<file path="src/rtl/inst_decoder_pipe.sv">
// RV32I/RV64I decode stage: field split, immediate generation and operation
// classes, followed by a CYCLE_NUM-deep valid/ready pipeline with global stall
// and flush.
// Optional feature macro: INST_DECODER_ILLEGAL_EN (adds oIllegal / oIllegalCnt).
module inst_decoder_pipe #(
    parameter int unsigned XLEN      = 32,
    parameter int unsigned CYCLE_NUM = 2
) (
    input  logic            iClk,
    input  logic            iRst,
    input  logic [31:0]     iInst,
    input  logic [XLEN-1:0] iCurPC,
    input  logic            iValid,
    output logic            oReady,
    input  logic            iFlushPipe,
    input  logic            iReady,
    output logic            oValid,
    output logic [4:0]      oRs1Addr,
    output logic [4:0]      oRs2Addr,
    output logic [4:0]      oRdAddr,
    output logic [2:0]      oF3,
    output logic [6:0]      oF7,
    output logic [6:0]      oOpcode,
    output logic [XLEN-1:0] oImm,
    output logic [XLEN-1:0] oCurPc,
    output logic            oLoad,
    output logic            oStore,
    output logic            oOpImm,
    output logic            oOpPc,
    output logic            oRegDv,
`ifdef INST_DECODER_ILLEGAL_EN
    output logic            oIllegal,
    output logic [15:0]     oIllegalCnt,
`endif
    output logic [1:0]      oBrOp
);

    localparam int unsigned REG_W  = 5;
    localparam int unsigned OPC_W  = 7;
    localparam int unsigned F3_W   = 3;
    localparam int unsigned F7_W   = 7;
    localparam int unsigned BROP_W = 2;
    localparam int unsigned LAST   = CYCLE_NUM - 1;

    localparam logic [OPC_W-1:0] OPC_LOAD   = 7'b0000011;
    localparam logic [OPC_W-1:0] OPC_STORE  = 7'b0100011;
    localparam logic [OPC_W-1:0] OPC_OPIMM  = 7'b0010011;
    localparam logic [OPC_W-1:0] OPC_OP     = 7'b0110011;
    localparam logic [OPC_W-1:0] OPC_LUI    = 7'b0110111;
    localparam logic [OPC_W-1:0] OPC_AUIPC  = 7'b0010111;
    localparam logic [OPC_W-1:0] OPC_BRANCH = 7'b1100011;
    localparam logic [OPC_W-1:0] OPC_JAL    = 7'b1101111;
    localparam logic [OPC_W-1:0] OPC_JALR   = 7'b1100111;

    localparam logic [BROP_W-1:0] BR_NONE = 2'd0;
    localparam logic [BROP_W-1:0] BR_COND = 2'd1;
    localparam logic [BROP_W-1:0] BR_JAL  = 2'd2;
    localparam logic [BROP_W-1:0] BR_JALR = 2'd3;

    if ((XLEN != 32) && (XLEN != 64)) begin : gXlenChk
        $error("inst_decoder_pipe: XLEN must be 32 or 64");
    end
    if ((CYCLE_NUM < 1) || (CYCLE_NUM > 4)) begin : gCycChk
        $error("inst_decoder_pipe: CYCLE_NUM must be 1..4");
    end

    typedef struct packed {
        logic [REG_W-1:0]  rs1Addr;
        logic [REG_W-1:0]  rs2Addr;
        logic [REG_W-1:0]  rdAddr;
        logic [F3_W-1:0]   f3;
        logic [F7_W-1:0]   f7;
        logic [OPC_W-1:0]  opcode;
        logic [XLEN-1:0]   imm;
        logic [XLEN-1:0]   curPc;
        logic              load;
        logic              store;
        logic              opImm;
        logic              opPc;
        logic              regDv;
`ifdef INST_DECODER_ILLEGAL_EN
        logic              illegal;
`endif
        logic [BROP_W-1:0] brOp;
    } decT;

    logic [XLEN-1:0] immI, immS, immB, immU, immJ;
    decT             dec;
    decT             stgData [CYCLE_NUM];
    logic [CYCLE_NUM-1:0] stgValid;
    logic            stall;

    // Format immediates, all sign-extended from inst[31]
    assign immI = XLEN'($signed(iInst[31:20]));
    assign immS = XLEN'($signed({iInst[31:25], iInst[11:7]}));
    assign immB = XLEN'($signed({iInst[31], iInst[7], iInst[30:25], iInst[11:8], 1'b0}));
    assign immU = XLEN'($signed({iInst[31:12], 12'b0}));
    assign immJ = XLEN'($signed({iInst[31], iInst[19:12], iInst[20], iInst[30:21], 1'b0}));

    // Stage-0 decode: raw fields always pass through, classes by opcode
    always_comb begin
        dec         = '0;
        dec.rs1Addr = iInst[19:15];
        dec.rs2Addr = iInst[24:20];
        dec.rdAddr  = iInst[11:7];
        dec.f3      = iInst[14:12];
        dec.f7      = iInst[31:25];
        dec.opcode  = iInst[6:0];
        dec.curPc   = iCurPC;
`ifdef INST_DECODER_ILLEGAL_EN
        dec.illegal = 1'b0;
`endif
        case (iInst[6:0])
            OPC_LOAD:   begin dec.imm = immI; dec.load  = 1'b1; dec.opImm = 1'b1; dec.regDv = 1'b1; end
            OPC_STORE:  begin dec.imm = immS; dec.store = 1'b1; dec.opImm = 1'b1; end
            OPC_OPIMM:  begin dec.imm = immI; dec.opImm = 1'b1; dec.regDv = 1'b1; end
            OPC_OP:     begin dec.regDv = 1'b1; end
            OPC_LUI:    begin dec.imm = immU; dec.opImm = 1'b1; dec.regDv = 1'b1; end
            OPC_AUIPC:  begin dec.imm = immU; dec.opImm = 1'b1; dec.opPc = 1'b1; dec.regDv = 1'b1; end
            OPC_BRANCH: begin dec.imm = immB; dec.brOp  = BR_COND; end
            OPC_JAL:    begin dec.imm = immJ; dec.opPc  = 1'b1; dec.regDv = 1'b1; dec.brOp = BR_JAL; end
            OPC_JALR:   begin dec.imm = immI; dec.opImm = 1'b1; dec.regDv = 1'b1; dec.brOp = BR_JALR; end
            default: begin
`ifdef INST_DECODER_ILLEGAL_EN
                dec.illegal = 1'b1;
`endif
            end
        endcase
`ifdef INST_DECODER_ILLEGAL_EN
        // Compressed-space encodings and bad OP funct7/funct3 combinations
        if (iInst[1:0] != 2'b11) begin
            dec.illegal = 1'b1;
        end
        if (iInst[6:0] == OPC_OP) begin
            if ((iInst[31:25] != 7'b0000000) && (iInst[31:25] != 7'b0100000)) begin
                dec.illegal = 1'b1;
            end
            if ((iInst[31:25] == 7'b0100000) && (iInst[14:12] != 3'b000) && (iInst[14:12] != 3'b101)) begin
                dec.illegal = 1'b1;
            end
        end
`endif
    end

    // Global stall when the head cannot leave; flush always frees the input
    assign stall  = stgValid[LAST] & ~iReady;
    assign oReady = iFlushPipe | ~stall;

    // Pipeline registers: flush clears valids, stall holds everything
    always_ff @(posedge iClk or negedge iRst) begin
        if (!iRst) begin
            stgValid <= '0;
            for (int unsigned i = 0; i < CYCLE_NUM; i++) begin
                stgData[i] <= '0;
            end
        end else if (iFlushPipe) begin
            stgValid <= '0;
        end else if (!stall) begin
            stgValid[0] <= iValid;
            stgData[0]  <= dec;
            for (int unsigned i = 1; i < CYCLE_NUM; i++) begin
                stgValid[i] <= stgValid[i-1];
                stgData[i]  <= stgData[i-1];
            end
        end
    end

    assign oValid   = stgValid[LAST];
    assign oRs1Addr = stgData[LAST].rs1Addr;
    assign oRs2Addr = stgData[LAST].rs2Addr;
    assign oRdAddr  = stgData[LAST].rdAddr;
    assign oF3      = stgData[LAST].f3;
    assign oF7      = stgData[LAST].f7;
    assign oOpcode  = stgData[LAST].opcode;
    assign oImm     = stgData[LAST].imm;
    assign oCurPc   = stgData[LAST].curPc;
    assign oLoad    = stgData[LAST].load;
    assign oStore   = stgData[LAST].store;
    assign oOpImm   = stgData[LAST].opImm;
    assign oOpPc    = stgData[LAST].opPc;
    assign oRegDv   = stgData[LAST].regDv;
    assign oBrOp    = stgData[LAST].brOp;

`ifdef INST_DECODER_ILLEGAL_EN
    assign oIllegal = stgData[LAST].illegal;

    // Saturating count of illegal instructions handed to execute
    always_ff @(posedge iClk or negedge iRst) begin
        if (!iRst) begin
            oIllegalCnt <= '0;
        end else if (oValid && iReady && oIllegal && (oIllegalCnt != 16'hFFFF)) begin
            oIllegalCnt <= oIllegalCnt + 16'd1;
        end
    end
`endif

endmodule
</file>
<file path="config.mk">
export PLATFORM = sky130hd
export DESIGN_NAME = inst_decoder_pipe
export DESIGN_NICKNAME = d
export VERILOG_FILES = /design/src/rtl/inst_decoder_pipe.sv
export SDC_FILE = /design/constraint.sdc
export NUM_CORES = 1
export LEC_CHECK = 0
export CORE_ASPECT_RATIO = 0.9
export CORE_MARGIN = 8
export CORE_UTILIZATION = 39
export DETAILED_ROUTE_END_ITERATION = 8
export GPL_ROUTABILITY_DRIVEN = 0
export PLACE_DENSITY = 0.65
export REMOVE_ABC_BUFFERS = 1
export SLEW_MARGIN = 40
export SYNTH_ARGS = -nofsm -noshare
export SYNTH_HDL_FRONTEND = slang
export SYNTH_SLANG_ARGS = --single-unit
</file>
<file path="constraint.sdc">
create_clock -name iClk -period 1.7 [get_ports iClk]
set_input_delay 0.255 -clock iClk [delete_from_list [all_inputs] [get_ports iClk]]
set_output_delay 0.255 -clock iClk [all_outputs]
set_load 0.03 [all_outputs]
</file>
==> Yosys cells after proc, flatten, opt, wreduce, memory -nomap -nowiden <==
Index checks and enable logic that the tools add are counted.
{ "totals": {"register_bits": 208} }
{ "classes": {"bitwise": 5, "n_eq_ne": 10, "n_mux": 9, "n_reduce_logical": 6} }
{ "ops": {"columns": ["cell", "n"], "rows": [
  ["32-bit one-hot mux with 5 select lines", 1],
  ["7-bit by 6-bit == test with 1-bit output, second input constant", 3],
  ["7-bit == test, second input constant", 3],
  ["7-bit by 5-bit == test with 1-bit output, second input constant", 2],
  ["7-bit by 2-bit == test with 1-bit output, second input constant", 1],
  ["7-bit OR reduction", 1],
  ["2-bit one-hot mux with 3 select lines", 1],
  ["6-bit OR reduction", 1],
  ["1-bit 2-to-1 mux", 5],
  ["2-bit 2-to-1 mux", 2],
  ["2-bit OR reduction", 2],
  ["1-bit inverter", 3],
  ["3-bit OR reduction", 1],
  ["2-bit inequality test, second input constant", 1],
  ["2-bit AND reduction", 1],
  ["1-bit AND", 1],
  ["1-bit OR", 1]
]} }

==> Longest topological paths before layout <==
{ "logic_depth": {"ltp_word": 4, "depth_mapped": 7} }

==> Worst setup path after synthesis <==
Ideal clock, no wire load.
{ "synth_timing": {"kind": "register to register", "start": "register stgValid[1]", "end": "register stgData[154] (netlist bit)", "path_stages_with_launch": 7, "slack_ns": -0.111, "arrival_ns": 1.690, "synth_period_minus_slack_ns": 1.811, "setup_ns": 0.121, "path_cell_list": "dfrtp_1 nor2b_1 or2_2 buf_2 buf_2 buf_1 a22o_2"} }
{ "synth_between": {"elab_chain_cells": 3} }
{ "synth_rtl": {"columns": ["element", "line_no", "source"], "rows": [
  ["from (decl)", "90", "logic [CYCLE_NUM-1:0] stgValid;"],
  ["from (signal, indexed assignment)", "162", "stgValid[i] <= stgValid[i-1];"],
  ["1-bit AND", "146", "assign stall = stgValid[LAST] & ~iReady;"],
  ["1-bit inverter (no source line)", null, null],
  ["2-bit AND reduction (no source line)", null, null],
  ["to (signal, indexed assignment)", "163", "stgData[i] <= stgData[i-1];"],
  ["to (decl)", "89", "decT stgData [CYCLE_NUM];"]
]} }
Every way passes these cells.
A chain may end at the register's enable or synchronous reset.

==> Worst setup path in the final report <==
{ "layout_timing": {"start": "register stgData, in the netlist oImm[0]", "end": "output oImm[0]"} }
{ "layout_rtl": {"columns": ["element", "line_no", "source"], "rows": [
  ["to (decl)", "24", "output logic [XLEN-1:0] oImm,"]
]} }
No word-level cell between the ends.

==> impl_metrics.py <==
metrics = {
    "critical_path": {
        "cp_top_family": "buffers and inverters",
        "critical_path_arrival_ns": 1.31,
        "required_ns": 1.44,
        "r2r_cells": 5,
        "worstSetupStartpointType": "flip-flop",
        "cp_max_fo": 2,
        "critPathKind": "flip-flop to primary output",
        "crit_path_cell_trace": "dlygate4sd2_1",
        "rr_endpoint": "stgData[142]",
        "cp_num_buf_inv": 1,
        "r2r_start": "stgValid[1]",
        "slowest_delay_ns": 0.43,
        "endpoint_kind": "primary output",
        "slowest_stage": "dlygate4sd2_1",
        "ff2ff_setup_slack_ns": 0.19,
    },
    "routing": {
        "vias_per_cell": 4.613,
        "drt_iter0_drc": 415,
        "routed.top_layer": "met5",
        "wl_met3_mm": 1.472,
        "drtAntennaViolNets": 0,
        "drtPass1Iterations": 5,
        "post-route-drc-count": 0,
        "wl_per_cell_um": 14.86,
        "wl_mm": 20.92,
        "wl_met1_mm": 10.18,
        "num_vias": 6495,
        "dr_wl_met2_mm": 8.983,
    },
    "clock_network": {
        "cts_tree": "yes",
        "htreeDepth": 1,
        "clock_latency_ns": 0.50,
        "cts.path.max_buffers": 3,
        "cts_sinks": 208,
        "path_clk_slew_ns": 0.06,
        "ctsRootBufferMaster": "clkbuf_16",
        "cts_buffers": 23,
    },
    "place": {
        "dp.cells": 1367,
        "port_buffers": 173,
        "hpwl_mm": 14.75,
    },
    "die": {
        "placementRows": 52,
        "die_width_um": 175.3,
        "ios": 174,
        "die_h_um": 159.4,
        "start_util": 0.3970,
        "core-area_um2": 22450,
        "dieArea_um2": 27950,
    },
    "global_routing": {
        "grt_pass1_vias": 6554,
        "overflow": 0,
        "grt_pass1_wl_mm": 34.71,
        "grt_usage": 0.1482,
        "antenna_found_initial": 1,
        "grt_max_degree": 64,
    },
    "synthesis": {
        "yosysSeqAreaShare": 0.5840,
        "synthArstFlopShare": 1.000,
        "syn_avg_cell_area_um2": 9.021,
        "synth.distinct_cells": 42,
        "synth_common_cells": "503 x nand2_1, 208 x dfrtp_1, 99 x buf_4, 27 x nor2_1, 24 x o21ai_0",
        "ys.flop_type": "dfrtp_1",
        "synth_edf_count": 0,
        "syn_area_um2": 8912,
        "synth_most_common_cell": "nand2_1",
        "netlist_instances": 988,
        "synth_area_leader_cell": "dfrtp_1",
        "netlist.area_leader.share": 0.5840,
        "ys_warn_count": 0,
        "ys_ff_latch": 208,
        "synthTopCellsByArea": "dfrtp_1 58%, nand2_1 21%, buf_4 8.3%",
    },
    "timing": {
        "fmax_ghz": 0.6410,
        "hold_viol": 0,
        "rsz0062_at_grt": "no",
        "worst_pin_slew_ns": 0.4025,
        "period_needed_ns": 1.560,
        "finalCritPeriodShare": 0.9177,
        "drv_slew": 0,
        "finalSetupViolCount": 0,
        "tns_ns": 0,
        "finClkSkew_ns": 0.01295,
        "relSlewSlack": 0.7327,
    },
    "power": {
        "power.switching_mw": 3.552,
        "p_int_mw": 9.240,
        "seq_power_share": 0.445,
        "pwr-share-clk": 0.389,
        "powerDensity_nw_per_um2": 1133,
        "peakVddDrop_mv": 0.6252,
        "power_leakage_nw": 6.039,
        "pwr-share-comb": 0.166,
        "p_sw_frac": 0.2777,
    },
    "finish": {
        "fin_nets": 1164,
        "layout-drive-gt1-share": 0.1107,
        "diodes": 0,
        "synthToLayoutAreaGrowth_pct": 26.65,
        "final_cell_count_no_fill": 1408,
    },
    "run": {
        "maxCapViolCount": 0,
    },
    "min_path": {
        "hp-class": "input port to asynchronous set/reset pin",
    },
    "run_status": {
        "status": "finished, final reports clean",
    },
}
## how the worst max path moves through the flow
stage                      from            to  slack (ns)  depth (start not counted)
detailed placement     iInst[6]  stgData[156]       -0.32                          7
floorplan           stgValid[1]  stgData[103]       -4.93                          4
global route           iInst[4]  stgData[157]        0.06                          7
finish                  oImm[0]       oImm[0]        0.14                          1
CTS                 stgValid[1]        oReady        0.04                          4
global placement       iInst[6]  stgData[172]       -0.29                          7
## routing by layer
layer / up-vias / track usage
met5: - / 0
met4: 2 / 0.02657
met3: 20 / 0.03983
met2: 179 / 0.2246
met1: 3094 / 0.2110
li1: 3200 / -
## state kept, by name (all words and copies together), names as in the netlist
name	cells
oBrOp	2
oCurPc	32
oF3	3
oF7	7
oImm	32
oLoad	1
oOpImm	1
oOpPc	1
oOpcode	7
oRdAddr	5
oRegDv	1
oRs1Addr	5
oRs2Addr	5
oStore	1
stgData	103
stgValid	2
## power groups by stage
stage,clock network [mW],logic [mW],registers (mW)
4_1_cts,5.12,2.17,5.69
2_1_floorplan,0,0.618,6.28
3_5_place_dp,0,2.35,5.79
6_report,4.98,2.12,5.69
3_3_place_gp,0,2.32,5.78
5_1_grt,5.31,2.33,5.75
## placed cells by master (no fill, tap or decap), types with 4 or more instances in the layout
cell / instances
o21ai_0: 24
nand2_1: 503
a221oi_1: 4
nor2_1: 26
dfrtp_1: 208
a22o_1: 12
dlygate4sd2_1: 104
inv_1: 11
buf_4: 43
buf_12: 13
clkbuf_1: 5
clkinv_2: 5
a21oi_2: 10
clkbuf_16: 23
clkdlybuf4s50_1: 67
## layout make-up
cell class | instances | area [µm²]
fillers | 2188 | 11160
well taps | 297 | 371.6
multi-input cells | 621 | 2709
repair buffers | 230 | 2200
clock inverters | 11 | 138.9
inverters | 11 | 41.29
flip-flops and latches | 208 | 5205
clock buffers | 30 | 621.8
## timing repair
| action | CTS | global route |
|---|---|---|
| hold buffers | 1 | 0 |
| resized for setup | 106 | 1 |
| endpoints found under the setup margin | 105 | 1 |
| hold endpoints to repair | 86 | 0 |
| setup buffers | 0 | 0 |
## cell families after synthesis
logic type             count (synthesis)  share of synthesized area
multiplexers                           2                   0.002527
AO/OA/AOI/OAI                         68                    0.05531
flip-flops                           208                     0.5840
buffers and inverters                159                     0.1140
AND/OR/NAND/NOR                      551                     0.2441
## through the flow
step	hold slack (ns)	utilization	cell area (µm²)	power [mW]	worst slack (ns)
floorplan	-0.04059	-	7938	6.902	-4.928
CTS	0.2199	0.5030	11290	12.98	0.03559
detailed placement	0.1708	0.4741	10640	8.134	-0.3202
finish	0.2341	0.5028	11290	12.79	0.1399
global route	0.2410	0.5028	11290	13.40	0.06221
global placement	0.1737	0.4741	10640	8.095	-0.2875
## worst register-to-register path, cell delays in order (launching register included)
cell and delay (ns):
dfrtp_1 0.38, nor2b_4 0.15, or2_4 0.28, buf_12 0.17
nor2_4 0.27, a32o_1 0.21
Note: power is estimated with default switching activity, not from simulation.
